[config.mk]
export PLATFORM = sky130hd
export DESIGN_NAME = spi_master_flat
export DESIGN_NICKNAME = d
export VERILOG_FILES = /design/src/rtl/spi_master_if.sv /design/src/rtl/spi_master.sv /design/src/flat_wrapper.sv
export SDC_FILE = /design/constraint.sdc
export NUM_CORES = 1
export LEC_CHECK = 0
export CAP_MARGIN = 10
export CORE_MARGIN = 4
export CORE_UTILIZATION = 25
export CTS_CLUSTER_SIZE = 40
export DETAILED_ROUTE_END_ITERATION = 10
export GPL_TIMING_DRIVEN = 0
export HOLD_SLACK_MARGIN = 0.08
export PLACE_DENSITY_LB_ADDON = 0.08
export SLEW_MARGIN = 20
export SYNTH_ARGS = -nofsm -noshare
export SYNTH_HDL_FRONTEND = slang
export SYNTH_SLANG_ARGS = --single-unit
[constraint.sdc]
create_clock -name clk -period 8 [get_ports clk]
set_clock_uncertainty 0.15 [all_clocks]
set_input_delay 0.8 -clock clk [delete_from_list [all_inputs] [get_ports clk]]
set_output_delay 0.8 -clock clk [all_outputs]
set_load 0.005 [all_outputs]
[src/rtl/spi_master_if.sv]
`default_nettype none
// ============================================================================
// spi_master_if : host-side handshake and SPI pin bundle for spi_master
//                 (err is present only when SPI_MASTER_ERR_EN is defined)
// Revision      : 1.0
// ============================================================================
interface spi_master_if;
   logic       start;
   logic [9:0] cmd_in;
   logic       busy;
   logic       done;
   logic [7:0] rx_byte;
   logic       rx_valid;
   logic       SS_n;
   logic       MOSI;
   logic       MISO;
`ifdef SPI_MASTER_ERR_EN
   logic       err;
`endif

   modport master (
      input  start,
      input  cmd_in,
      input  MISO,
      output busy,
      output done,
      output rx_byte,
      output rx_valid,
      output SS_n,
      output MOSI
`ifdef SPI_MASTER_ERR_EN
      , output err
`endif
   );

   modport slave (
      output start,
      output cmd_in,
      output MISO,
      input  busy,
      input  done,
      input  rx_byte,
      input  rx_valid,
      input  SS_n,
      input  MOSI
`ifdef SPI_MASTER_ERR_EN
      , input err
`endif
   );
endinterface
`default_nettype wire

[src/rtl/spi_master.sv]
`default_nettype none
// ============================================================================
// spi_master : 10-bit command SPI master with optional 8-bit read-back;
//              SPI_MASTER_ERR_EN adds an err pulse for starts seen while busy
// Revision   : 1.0
// ============================================================================
module spi_master #(
   parameter int RD_WAIT = 2
) (
   input  logic         clk,
   input  logic         rst_n,
   spi_master_if.master bus
);

   typedef enum logic [3:0] {
      S_IDLE  = 4'd0,
      S_SEL   = 4'd1,
      S_CMD   = 4'd2,
      S_SHIFT = 4'd3,
      S_VALID = 4'd4,
      S_WAIT  = 4'd5,
      S_RECV  = 4'd6,
      S_DONE  = 4'd7
   } state_t;

   localparam logic [3:0] WAIT_LAST = 4'(RD_WAIT - 1);

   state_t     state_q, state_d;
   logic [3:0] cnt_q, cnt_d;
   logic [9:0] shadow_q, shadow_d;
   logic [7:0] sr_q, sr_d;
   logic [7:0] rx_byte_q, rx_byte_d;
   logic       ss_n_q, ss_n_d;
   logic       mosi_q, mosi_d;
   logic       busy_q, busy_d;
   logic       done_q, done_d;
   logic       rx_valid_q, rx_valid_d;
   logic       is_rd_data;

   assign is_rd_data = (shadow_q[9:8] == 2'b11);

   always_comb begin
      state_d   = state_q;
      shadow_d  = shadow_q;
      sr_d      = sr_q;
      rx_byte_d = rx_byte_q;

      case (state_q)
         S_IDLE: begin
            if (bus.start) begin
               state_d  = S_SEL;
               shadow_d = bus.cmd_in;
            end
         end
         S_SEL:   state_d = S_CMD;
         S_CMD:   state_d = S_SHIFT;
         S_SHIFT: begin
            if (cnt_q == 4'd9) state_d = S_VALID;
         end
         S_VALID: begin
            if (!is_rd_data)       state_d = S_DONE;
            else if (RD_WAIT == 0) state_d = S_RECV;
            else                   state_d = S_WAIT;
         end
         S_WAIT: begin
            if (cnt_q == WAIT_LAST) state_d = S_RECV;
         end
         S_RECV: begin
            sr_d = {sr_q[6:0], bus.MISO};
            if (cnt_q == 4'd7) begin
               state_d   = S_DONE;
               rx_byte_d = sr_d;
            end
         end
         S_DONE:  state_d = S_IDLE;
         default: state_d = S_IDLE;
      endcase

      // Counter restarts on every state change so it always indexes within the state.
      cnt_d = ((state_d == state_q) && (state_q != S_IDLE)) ? cnt_q + 4'd1 : 4'd0;

      // Outputs are registered from the next state so they line up with it.
      ss_n_d = (state_d == S_IDLE) || (state_d == S_DONE);
      mosi_d = 1'b0;
      if (state_d == S_CMD)   mosi_d = shadow_q[9];
      if (state_d == S_SHIFT) mosi_d = shadow_q[4'd9 - cnt_d];
      busy_d     = (state_d != S_IDLE);
      done_d     = (state_d == S_DONE);
      rx_valid_d = (state_q == S_RECV) && (state_d == S_DONE);
   end

   always_ff @(posedge clk or negedge rst_n) begin
      if (!rst_n) begin
         state_q    <= S_IDLE;
         cnt_q      <= 4'd0;
         shadow_q   <= 10'd0;
         sr_q       <= 8'd0;
         rx_byte_q  <= 8'd0;
         ss_n_q     <= 1'b1;
         mosi_q     <= 1'b0;
         busy_q     <= 1'b0;
         done_q     <= 1'b0;
         rx_valid_q <= 1'b0;
      end else begin
         state_q    <= state_d;
         cnt_q      <= cnt_d;
         shadow_q   <= shadow_d;
         sr_q       <= sr_d;
         rx_byte_q  <= rx_byte_d;
         ss_n_q     <= ss_n_d;
         mosi_q     <= mosi_d;
         busy_q     <= busy_d;
         done_q     <= done_d;
         rx_valid_q <= rx_valid_d;
      end
   end

   assign bus.SS_n     = ss_n_q;
   assign bus.MOSI     = mosi_q;
   assign bus.busy     = busy_q;
   assign bus.done     = done_q;
   assign bus.rx_byte  = rx_byte_q;
   assign bus.rx_valid = rx_valid_q;

`ifdef SPI_MASTER_ERR_EN
   logic err_q, err_d;

   // Flags a start that arrives while a frame (including DONE) is in flight.
   always_comb begin
      err_d = bus.start && (state_q != S_IDLE);
   end

   always_ff @(posedge clk or negedge rst_n) begin
      if (!rst_n) err_q <= 1'b0;
      else        err_q <= err_d;
   end

   assign bus.err = err_q;
`endif

endmodule
`default_nettype wire
[src/flat_wrapper.sv]
// flat-port wrapper written by rule: the top's interface ports become plain ports
module spi_master_flat 
#(
   parameter int RD_WAIT = 2
)
  (clk, rst_n, bus_start, bus_cmd_in, bus_MISO, bus_busy, bus_done, bus_rx_byte, bus_rx_valid, bus_SS_n, bus_MOSI);
  spi_master_if bus_i ();
  input  logic clk;
  input  logic rst_n;
  input wire logic [$bits(bus_i.start)-1:0] bus_start;
  input wire logic [$bits(bus_i.cmd_in)-1:0] bus_cmd_in;
  input wire logic [$bits(bus_i.MISO)-1:0] bus_MISO;
  output wire logic [$bits(bus_i.busy)-1:0] bus_busy;
  output wire logic [$bits(bus_i.done)-1:0] bus_done;
  output wire logic [$bits(bus_i.rx_byte)-1:0] bus_rx_byte;
  output wire logic [$bits(bus_i.rx_valid)-1:0] bus_rx_valid;
  output wire logic [$bits(bus_i.SS_n)-1:0] bus_SS_n;
  output wire logic [$bits(bus_i.MOSI)-1:0] bus_MOSI;
  assign bus_i.start = bus_start;
  assign bus_i.cmd_in = bus_cmd_in;
  assign bus_i.MISO = bus_MISO;
  assign bus_busy = bus_i.busy;
  assign bus_done = bus_i.done;
  assign bus_rx_byte = bus_i.rx_byte;
  assign bus_rx_valid = bus_i.rx_valid;
  assign bus_SS_n = bus_i.SS_n;
  assign bus_MOSI = bus_i.MOSI;
  spi_master #(.RD_WAIT(RD_WAIT)) u_core (.clk(clk), .rst_n(rst_n), .bus(bus_i));
endmodule
==> parameters.txt <==
Parameter                              Value

Floorplanning
  Core Footprint ... slightly above 7000 sq um
  Height of the die ... about 94 um
  Initial core utilization ... 25.6%
  DIE AREA ... around 8800 sq um
  Count of boundary I/O pins ... 27
  Row count ... 31
  Die width ... between 90 and 100 um

Cells and area
  Non-Filler Instances ... roughly 280
  Area added between synthesis and finish ... 28.2%
  Filler cells ... about 730
  Share of post-route cells with drive strength above 1 ... roughly a quarter
  Most common cell after layout, fill and taps aside ... dfrtp_1
  Diodes inserted ... 0
  Nets ... slightly below 200
  Post-route cell area ... roughly 2400 sq um
  Leading cell types in the layout, fill and taps excluded ... dfrtp_1 (37), mux2_2 (25), clkdlybuf4s50_1 (25)
  Layout Utilization ... between 30% and 40%

STA
  Setup tns final ... 0 ns
  Final worst hold slack ... 0.293 ns
  Max Slew Vio Count ... 0
  Final clock period utilization by the worst path ... about half
  Final-report hold violation count ... 0
  Final critical-path required period ... approximately 4.0 ns
  Worst rel slew slack ... a little under three fifths
  Setup violations, final ... 0
  RSZ-0062 raised after global routing ... no
  Upper clock frequency limit ... roughly 0.25 GHz
  Worst-margin pin slew ... between 0.6 and 0.7 ns

Detailed routing
  Avg WL per Cell ... around 13 um
  DRT iter0 DRCs ... 37
  Number of routed nets with antenna violations ... 0
  Number of design rule violations left after detail routing ... 0
  Final WL ... around 3700 um
  Total via count in the routed design ... about 1.3k
  Total iterations of the first detailed-routing run ... 4
  Routed via count divided by cell count ... 4.47

GRT
  Via count of the first global-routing pass ... 1372
  Maximum number of pins on one net before global-route repair ... 23
  Gr ovfl total ... 0
  All-layer global routing usage ... 9.39%
  Number of antenna violations at the first check in global routing ... 0
  Wire length of the first global-routing pass ... 6480 um

Synthesis
  Share of synthesized cell area in full adder, half adder and majority cells ... just over 2%
  Synth Warn # ... 0
  Post-synthesis share of cell area spent on and, or, nand and nor gates ... 10.8%
  Register bit total from synthesis ... 38
  Most used DFF post-synth ... dfrtp_1
  Count of unique library cells instantiated by Yosys ... 45
  Synthesized Nets ... between 150 and 200
  Dominant cell type by area after synthesis ... dfrtp_1
  Share of the synthesized netlist area taken by xor and xnor gates ... less than 1%
  Combinational family with the most area after synthesis ... multiplexers
  Portion of netlist area occupied by mux cells ... roughly a fifth
  Synthesized cell area ... roughly 1800 sq um
  Mean instance size in the synthesized netlist ... about 13 sq um
  Share of synthesized registers carrying an async set or reset ... 100%
  Dominant cells by area after synthesis ... dfrtp_1 (50%), mux2_2 (15%), mux2i_1 (2.2%), ha_1 (2.0%), inv_1 (2.0%)
  Share of the synthesized area in compound gates (AO/OA/AOI/OAI) ... between 10% and 20%
  Post-synth top area share ... between 50% and 60%
  Number of synthesized flops with an enable pin ... 0
  Post-synthesis sequential area ratio ... between 50% and 60%
  Count of mapped cells out of synthesis ... about 150

Place
  Area of placed instances ... ~2300 sq um
  IO Port Bufs ... 26
  Detailed placer's ending HPWL ... about 2900 um
  Dpl cells ... about 270
  GPL Wtd Cong ... around 0.72

CTS
  Number of instances resized during post-cts repair ... 0
  Count of buffers added by post-CTS timing repair for setup ... 0
  H-tree depth ... 2
  Number of clock sinks seen by CTS ... 38
  Clock latency of the later-clocked register in the worst-skew pair ... 0.29 ns
  Maximum count of clock buffers along a single path ... 2
  Number of buffers added by the clock tree synthesis step ... 5
  Clock tree from TritonCTS ... built
  Clock-pin slew reported for the worst setup and hold paths after clock tree synthesis ... roughly 0.080 ns
  Number of hold buffers added after cts ... 0
  Root buf cell ... clkbuf_8

Pwr
  Leakage power ... a little over 1 nW
  Switching share of total power ... a little over a quarter
  Internal power ... between 0.0003 and 0.0004 W
  Total power density per cell area ... between 200 and 250 nW/um^2
  Largest voltage drop on the vdd net ... 85.7 uV
  Register share of total power ... ~47%
  Net Sw Power ... 0.000140 W
  Fraction of power consumed by the clock network ... a little under a third
  Combinational cell fraction of total power ... 21.6%

Setup path
  Worst setup slack for register-to-register paths ... slightly below 4 ns
  Logic depth of the worst register-to-register path ... 11
  Worst setup path category ... flop to flop
  Data arrival time of the worst path ... 4.07 ns
  Launch point of the critical path ... u_core.cnt_q[0]
  Kind of start point of the critical path ... flop
  Worst-path maximum fanout ... 6
  Critical Path RT ... ~8 ns
  Reg-to-reg endpoint ... u_core.bus.MOSI
  Origin of the critical flop-to-flop path ... u_core.cnt_q[0]
  CP Capture Type ... flop

Flow run
  Reported max-cap violation count ... 0

Outcome
  Outcome ... finished clean

Worst hold path
  Worst hold path class ... input pin to asynchronous set/reset pin
==> metrics by stage <==
stage,total power (W),setup slack [ns]
finish,0.000517,3.95
global route,0.000548,3.59
CTS,0.000526,3.95
detailed placement,0.000359,3.78
global placement,0.000353,3.77
floorplan,0.000315,4.45
==> final cells by class <==
| type | instances | area, sq um | share of cell area [%] |
|---|---|---|---|
| Sequential cell | 38 | 952 | 40.2 |
| Inverter | 10 | 37.5 | 1.58 |
| Clock inverter | 3 | 45.0 | 1.90 |
| Buffer | 7 | 41.3 | 1.74 |
| Clock buffer | 5 | 68.8 | 2.91 |
| Tap cell | 99 | 124 | 5.23 |
| Multi-Input combinational cell | 92 | 817 | 34.5 |
| Timing Repair Buffer | 27 | 283 | 11.9 |
==> power by group through the flow <==
stage / registers, W / logic (W) / clock network (W)
after CTS: 0.000242 / 0.000114 / 0.000171
after global routing: 0.000246 / 0.000124 / 0.000178
after global placement: 0.000244 / 0.000109 / 0
after floorplan: 0.000240 / 0.0000751 / 0
after detailed placement: 0.000245 / 0.000113 / 0
final: 0.000241 / 0.000112 / 0.000164
==> cells by family after synthesis <==
| logic type | Yosys count |
|---|---|
| AO/OA/AOI/OAI | 25 |
| XOR/XNOR | 2 |
| adder cells (fa/ha/maj) | 3 |
| buffers and inverters | 17 |
| flip-flops | 38 |
| multiplexers | 30 |
| other | 1 |
| AND/OR/NAND/NOR | 31 |
==> per-layer routing <==
layer / global-route usage, % / share of wire, % / up-vias
met5: 0 / 0 / -
met3: 2.48 / 5.0 / 6
met1: 10.7 / 45 / 613
met2: 16.4 / 48 / 29
li1: - / - / 608
met4: 3.97 / 1.8 / 0
==> sequential cells by signal (all words and copies together), names as in the netlist <==
name	flops
u_core.bus.rx_byte	8
u_core.bus.SS_n	1
u_core.bus.rx_valid	1
u_core.bus.done	1
u_core.bus.MOSI	1
u_core.state_q	4
u_core.cnt_q	4
u_core.shadow_q	10
u_core.sr_q	7
u_core.bus.busy	1
==> how the worst max path moves through the flow <==
stage	slack, ns	endpoint
after floorplan	4.45	u_core.bus.MOSI
after global placement	3.77	u_core.bus.MOSI
after detailed placement	3.78	u_core.bus.MOSI
after CTS	3.95	u_core.bus.MOSI
after global routing	3.59	u_core.bus.MOSI
final	3.95	u_core.bus.MOSI
==> Yosys cell counts, drive strengths merged, types with 2 or more instances <==
cell type and n:
inv 10, nand2 4, nor4bb 2, mux2 25
a21oi 6, clkbuf 2, and3b 2, a311o 2
nand3b 2, a2111oi 5, mux2i 4, nor3b 3
dfrtp 37, buf 5, nor2 6, xor2 2
o21ai 4, nand3 4, or3 2, ha 3
==> critical path: stages, from the launching register on <==
cell       delay (ns)
dfrtp_1          0.48
ha_1             0.24
or3b_1           0.35
a22o_1           0.24
or3_4            0.43
a2111oi_1        0.61
inv_1            0.10
ha_1             0.41
mux4_2           0.32
nor2_1           0.10
o22ai_1          0.09
a311o_1          0.38
Note: power is estimated with default switching activity, not from simulation.
